===== config.mk =====
export PLATFORM = sky130hd
export DESIGN_NAME = sdf_delay_line
export DESIGN_NICKNAME = d
export VERILOG_FILES = /design/src/rtl/sdf_delay_line.sv
export SDC_FILE = /design/constraint.sdc
export NUM_CORES = 1
export LEC_CHECK = 0
export ABC_AREA = 1
export CORE_MARGIN = 1.5
export CORE_UTILIZATION = 65
export CTS_CLUSTER_DIAMETER = 150
export DETAILED_ROUTE_END_ITERATION = 8
export PLACE_DENSITY = 0.91
export SYNTH_ARGS = -nofsm -noshare
export SYNTH_HDL_FRONTEND = slang
export SYNTH_SLANG_ARGS = --single-unit

===== constraint.sdc =====
create_clock -name clk -period 3.85 [get_ports clk]
set_clock_uncertainty 0.15 [all_clocks]
set_input_delay 0.385 -clock clk [delete_from_list [all_inputs] [get_ports clk]]
set_output_delay 0.385 -clock clk [all_outputs]
set_load 0.02 [all_outputs]

===== src/rtl/sdf_delay_line.sv =====
// ---------------------------------------------------------------------------
// sdf_delay_line
//   Run-time selectable complex-sample delay line for SDF FFT stages.
//   Samples shift through a valid-gated chain (mem[0] is the newest slot).
//   The output is the sample accepted exactly D beats earlier, where D is
//   depth_sel clamped to 1..MAX_DEPTH.
//
//   Handshake: in_valid is a pure shift enable. There is no backpressure;
//   every edge with in_valid=1 accepts in_r/in_i. out_valid qualifies
//   out_r/out_i as real data (fill_cnt >= D) rather than fill.
//
// Parameters
//   DW        : width of each real/imaginary word
//   MAX_DEPTH : number of storage slots (2..256)
//   SEL_W     : width of depth_sel and fill_cnt
//
// Ports
//   clk        : clock, rising edge
//   rst        : asynchronous active-low reset
//   in_valid   : accept in_r/in_i on this edge
//   in_r, in_i : input sample
//   depth_sel  : delay in accepted beats (clamped 1..MAX_DEPTH)
//   flush      : synchronous clear of the fill count
//   out_r,out_i: delayed sample (combinational mux from registers)
//   out_valid  : delayed sample is real data
//   fill_cnt   : accepted beats since reset/flush, saturating at MAX_DEPTH
//   full       : fill_cnt == MAX_DEPTH
//
// Build option
//   DLY_FLUSH_CLEAR_EN : when defined, flush also zeroes the storage slots
//                        (mem[0] still takes a concurrent sample).
// ---------------------------------------------------------------------------
module sdf_delay_line #(
  parameter int DW        = 19,
  parameter int MAX_DEPTH = 16,
  parameter int SEL_W     = $clog2(MAX_DEPTH + 1)
) (
  input  logic             clk,
  input  logic             rst,
  input  logic             in_valid,
  input  logic [DW-1:0]    in_r,
  input  logic [DW-1:0]    in_i,
  input  logic [SEL_W-1:0] depth_sel,
  input  logic             flush,
  output logic [DW-1:0]    out_r,
  output logic [DW-1:0]    out_i,
  output logic             out_valid,
  output logic [SEL_W-1:0] fill_cnt,
  output logic             full
);

  localparam int IDX_W = $clog2(MAX_DEPTH);
  localparam logic [SEL_W-1:0] MAX_SEL = SEL_W'(MAX_DEPTH);

  logic [DW-1:0]    mem_r_q [MAX_DEPTH];
  logic [DW-1:0]    mem_i_q [MAX_DEPTH];
  logic [DW-1:0]    mem_r_d [MAX_DEPTH];
  logic [DW-1:0]    mem_i_d [MAX_DEPTH];
  logic [SEL_W-1:0] fill_q;
  logic [SEL_W-1:0] fill_d;

  logic [SEL_W-1:0] d_eff;
  logic [SEL_W-1:0] d_m1;
  logic [IDX_W-1:0] rd_idx;

  // Effective depth: 0 maps to 1, anything above MAX_DEPTH maps to MAX_DEPTH.
  always_comb begin
    if (depth_sel == '0) begin
      d_eff = SEL_W'(1);
    end else if (depth_sel > MAX_SEL) begin
      d_eff = MAX_SEL;
    end else begin
      d_eff = depth_sel;
    end
  end

  // d_eff - 1 is always below MAX_DEPTH, so the low IDX_W bits suffice.
  assign d_m1   = d_eff - SEL_W'(1);
  assign rd_idx = d_m1[IDX_W-1:0];

  // Next-state storage: shift on accepted beats, optionally clear on flush.
  always_comb begin
    mem_r_d = mem_r_q;
    mem_i_d = mem_i_q;
`ifdef DLY_FLUSH_CLEAR_EN
    if (flush) begin
      for (int k = 0; k < MAX_DEPTH; k++) begin
        mem_r_d[k] = '0;
        mem_i_d[k] = '0;
      end
    end
`endif
    if (in_valid) begin
      // Older slots take the pre-flush contents only when clearing is off;
      // with clearing on, flush wins for every slot except mem[0].
      for (int k = MAX_DEPTH - 1; k > 0; k--) begin
`ifdef DLY_FLUSH_CLEAR_EN
        if (!flush) begin
          mem_r_d[k] = mem_r_q[k-1];
          mem_i_d[k] = mem_i_q[k-1];
        end
`else
        mem_r_d[k] = mem_r_q[k-1];
        mem_i_d[k] = mem_i_q[k-1];
`endif
      end
      mem_r_d[0] = in_r;
      mem_i_d[0] = in_i;
    end
  end

  // Fill count: flush restarts history; a concurrent sample counts as beat 1.
  always_comb begin
    fill_d = fill_q;
    if (flush) begin
      fill_d = in_valid ? SEL_W'(1) : '0;
    end else if (in_valid && (fill_q != MAX_SEL)) begin
      fill_d = fill_q + SEL_W'(1);
    end
  end

  always_ff @(posedge clk or negedge rst) begin
    if (!rst) begin
      for (int k = 0; k < MAX_DEPTH; k++) begin
        mem_r_q[k] <= '0;
        mem_i_q[k] <= '0;
      end
      fill_q <= '0;
    end else begin
      mem_r_q <= mem_r_d;
      mem_i_q <= mem_i_d;
      fill_q  <= fill_d;
    end
  end

  assign out_r     = mem_r_q[rd_idx];
  assign out_i     = mem_i_q[rd_idx];
  assign out_valid = (fill_q >= d_eff);
  assign fill_cnt  = fill_q;
  assign full      = (fill_q == MAX_SEL);

endmodule


; ---- Word-level counts from Yosys, hierarchy flattened
; Cells that the tools add are included.
[totals]
regBits = 613
word_cells = 55
output_inout_bits = 45
[classes]
reduce_logical = 3
n_addsub = 2
n_lt_le_gt_ge = 3
n_bitwise = 1
eq_ne = 2
muxes = 11
[op_table]
columns = operator, count
row1 = $bmux 19 s4, 2
row2 = $mux 19, 4
row3 = $mux 5, 4
row4 = $add 5x1->5 const B, 1
row5 = $eq 5x5->1 const B, 1
row6 = $ge 5x5->1, 1
row7 = $ge 5x5->1 const B, 1
row8 = $gt 5x5->1 const B, 1
row9 = $logic_not 5->1, 1
row10 = $ne 5x5->1 const B, 1
row11 = $not 4->5, 1
row12 = $sub 4x1->4 const B, 1
row13 = $reduce_bool 2->1, 1
row14 = $logic_and 1x1->1, 1
row15 = $mux 1, 1

; ---- Longest topological paths before layout
[depth]
ltp_word = 8
ltp_mapped = 14
mapped_depth_nobuf = 11

; ---- Least setup slack after synthesis
; OpenSTA, ideal clock, no wires.
[synth_path]
kind = input -> output
start = input depth_sel[1]
end = output out_i[13]
arrival_time_ps = 2355
cell_stages = 13
slack_ps = 960
path_buffers = 4
t_required_ps = 3315
path_cell_list = nor2_2 -> nand2_2 -> nand2_1 -> nand2_1 -> clkbuf_1 -> ha_1 -> buf_2 -> clkbuf_1 -> clkbuf_1 -> nand3_1 -> nand3_1 -> nand3_1 -> nand2_1
[synth_between]
elab_chain_len = 8
elab_cells_between_ends = 9
classes_between = 1 x add/sub / 1 x order compare / 5 x mux / 1 x bitwise / 1 x reduce/logical
[synth_lines]
columns = element, line
row1 = from (decl), 43  ; input logic [SEL_W-1:0] depth_sel,
row2 = $gt 5x5->1, 70  ; end else if (depth_sel > MAX_SEL) begin
row3 = $mux 5, 70
row4 = $mux 5 (*), 68  ; if (depth_sel == '0) begin
row5 = $sub 4x1->4 (*), 78  ; assign d_m1 = d_eff - SEL_W'(1);
row6 = $not 4->5 (implied by the code) (*), 137  ; assign out_i = mem_i_q[rd_idx];
row7 = $bmux 19 s4 (*), 137
row8 = $mux 19 (implied by the code) (*) (2 in a row), 137
row9 = to (decl), 46  ; output logic [DW-1:0] out_i,
; Every way passes the cells marked *; elsewhere a longest branch is shown, timed or not. The select of a mux whose other input is x is not followed.

; ---- Final worst setup path
[layout_path]
start = input depth_sel[0]
end = output out_r[2]
[layout_between]
elab_chain_len = 8
elab_cells_between_ends = 9
classes_between = 1 x add/sub / 1 x order compare / 5 x mux / 1 x bitwise / 1 x reduce/logical
[layout_lines]
columns = element, line
row1 = $gt 5x5->1, 70
row2 = $mux 5, 70
row3 = $mux 5 (*), 68
row4 = $sub 4x1->4 (*), 78
row5 = $not 4->5 (implied by the code) (*), 136  ; assign out_r = mem_r_q[rd_idx];
row6 = $bmux 19 s4 (*), 136
row7 = $mux 19 (implied by the code) (*) (2 in a row), 136
row8 = to (decl), 45  ; output logic [DW-1:0] out_r,
; Marked as above.

==> out/metrics.yaml <==
logic_synthesis:
  ys_seq_area_share_pct: 50.9
  ys.flop_type: "dfrtp_1"
  yosysTopAreaCell: "dfrtp_1"
  synth_edf_count: 0
  synth.avg_cell_area_um2: 7.58
  mappedNetlistArea_um2: 30100
  yosysMostFrequentCell: "nand2_1"
  ys_types: 23
  synth_seq_cells: 613
  yosys-top-cells-area: "dfrtp_1 51%, nand3_1 14%, nand2_1 12%, o21ai_0 10%, inv_1 7.7%"
  yosysWarnings: 0
  mappedNetlistNets: 4027
  synth_top_area_share_pct: 50.9
  yosys-top-cells-count: "964 x nand2_1, 841 x nand3_1, 619 x inv_1, 613 x dfrtp_1, 610 x o21ai_0"
  async_flop_share_pct: 100
  postSynthCellCount: 3972
floorplanning:
  ios: 92
  die_h_um: 218
  start_util_pct: 66.1
  num_rows: 78
  die_w_um: 218
  dieArea_um2: 47600
  core_um2: 45600
clocking:
  cts_root_buffer: "clkbuf_16"
  numCtsBuffers: 59
  cts_buffer_depth: 3
  clock_sink_count: 613
  cts_tree: "built"
  htreeDepth: 2
  clk_latency_ns: 0.63
  clk_pin_slew_worst_paths_ns: 0.06
  cts_setup_buffers: 0
final_layout:
  fin_nets: 3962
  final_util_pct: 74.0
  fin_area_um2: 33700
  fillers: 2958
  syn_to_final_growth_pct: 12.0
  multi_input_comb_area_um2: 11200
  diodes: 0
  regArea_um2: 15300
  drive_above_1_share_pct: 4.68
hold_path:
  hold_path_class: "in2reg"
  min_from: "in_valid"
  hold_end: "mem_i_q[269]$_DFFE_PN0P_"
  whs_path_depth: 3
power_and_ir_drop:
  peakVddDrop_uv: 390
  power_leakage_nw: 16.4
  power.density_nw_per_um2: 521
place:
  dpl_cell_area_um2: 31600
  gp_congestion: 0.816
  hpwl_um: 44900
  port-buffer-count: 91
global_routing:
  antenna_found_initial: 1
  grt_pass1_vias: 25900
  grt_max_degree: 133
  grt_overflow: 0
  grt_usage_pct: 33.7
  grt_pass1_wl_um: 130000
worst_setup_path:
  rr_worst_depth: 7
  critical_path_required_ns: 3.31
  r2r-end: "fill_cnt[2]$_DFFE_PN0P_"
  startpoint_type: "input port"
  reg2reg_slack_ns: 2.03
  critPathKind: "in2out"
  critPathArrivalTime_ns: 3.25
  crit_start: "depth_sel[0]"
  crit_fanout: 55
  crit-reg2reg-launch: "fill_cnt[1]$_DFFE_PN0P_"
  end_kind: "output pin"
timing:
  period_needed_ns: 3.78
  rsz0062_at_grt: "yes"
  max_freq_mhz: 264
  tightest_slew_ns: 0.860
  setup_viol: 0
  slew_viol_final: 0
  hold_viol_final: 0
  final.period_utilization_pct: 98.3
  relSlewSlack_pct: 42.7
  whs_ns: 0.133
drt:
  wirelength_um: 79200
  drc: 0
  wl_met3_um: 8760
  dr_wl_met2_um: 36000
  top_layer_used: "met5"
  wire_per_inst_um: 17.4
  drt_first_iter_violations: 3880
  wl_met1_um: 30900
  firstDrtPassIters: 7
  vias: 27100
  via_per_inst: 5.96
  ant_nets: 0
status:
  status: "finished clean"
job:
  drv_cap: 0
[through the flow]
stage	power, W	instances	setup WS (ns)	TNS (ns)
global route	0.0184	4553	-0.0406	-0.0986
floorplan	0.0102	3972	0.960	0
detailed placement	0.0114	4445	0.106	0
finish	0.0176	4553	0.0673	0
global placement	0.0112	4445	0.112	0
CTS	0.0175	4553	0.0606	0
[cell type report]
cell class | instances | area share [%]
flip-flops and latches | 613 | 45.5
multi-input cells | 2447 | 33.2
inverters | 621 | 6.93
repair buffers | 165 | 6.06
clock buffers | 92 | 5.38
well taps | 600 | 2.23
clock inverters | 15 | 0.679
[per-layer routing]
metal	vias up	GRT usage [%]
li1	12500	-
met1	12700	46.8
met2	1620	51.5
met3	310	6.79
met4	2	15.2
met5	-	0
[cells in the final DEF (no fill, tap or decap), drive strengths merged, types with 8 or more instances in the layout]
cell type / count
clkinv: 9
nand2: 968
inv: 621
buf: 76
nand3: 842
clkdlybuf4s50: 79
dlymetal6s2s: 9
clkbuf: 92
dfrtp: 613
o21ai: 610
ha: 8
[kinds of logic after synthesis]
logic type	share of synthesized area (%)
simple gates	26.3
buf+inv	12.1
compound gates	10.3
flops	50.9
fa+ha+maj	0.332
xor+xnor	0.0582
[worst max-delay path, cell delays in order]
cell and delay [ns]:
clkdlybuf4s50_1 0.49, nor2_2 0.22, nand2_2 0.10, nand2_2 0.07
nand2_1 0.11, ha_4 0.38, buf_12 0.28, nand3_1 0.15
nand3_1 0.12, nand3_1 0.10, nand2_1 0.13, clkdlybuf4s50_1 0.61
[sequential cells by signal (all words and copies together), names as in the netlist]
register  count
mem_i_q     304
fill_cnt      5
mem_r_q     304
[worst max path at each step]
| stage | slack [ns] | depth (start not counted) | to |
|---|---|---|---|
| 2_1_floorplan | 0.96 | 13 | out_i[13] |
| 3_5_place_dp | 0.11 | 12 | out_i[12] |
| 6_report | 0.07 | 12 | out_r[2] |
| 3_3_place_gp | 0.11 | 12 | out_r[15] |
| 5_1_grt | -0.04 | 12 | out_r[2] |
| 4_1_cts | 0.06 | 12 | out_r[15] |
[report_power, final]
group,switching (W),internal [W]
sequential,0.000502,0.00739
combinational,0.00232,0.00124
clock,0.00251,0.00362
[repair_timing]
item / 4_1_cts / 5_1_grt
resized for setup: 0 / 10
hold endpoints to repair: 87 / 0
endpoints found under the setup margin: 0 / 9
hold buffers: 1 / 0
(Power assumes the default switching activity.)
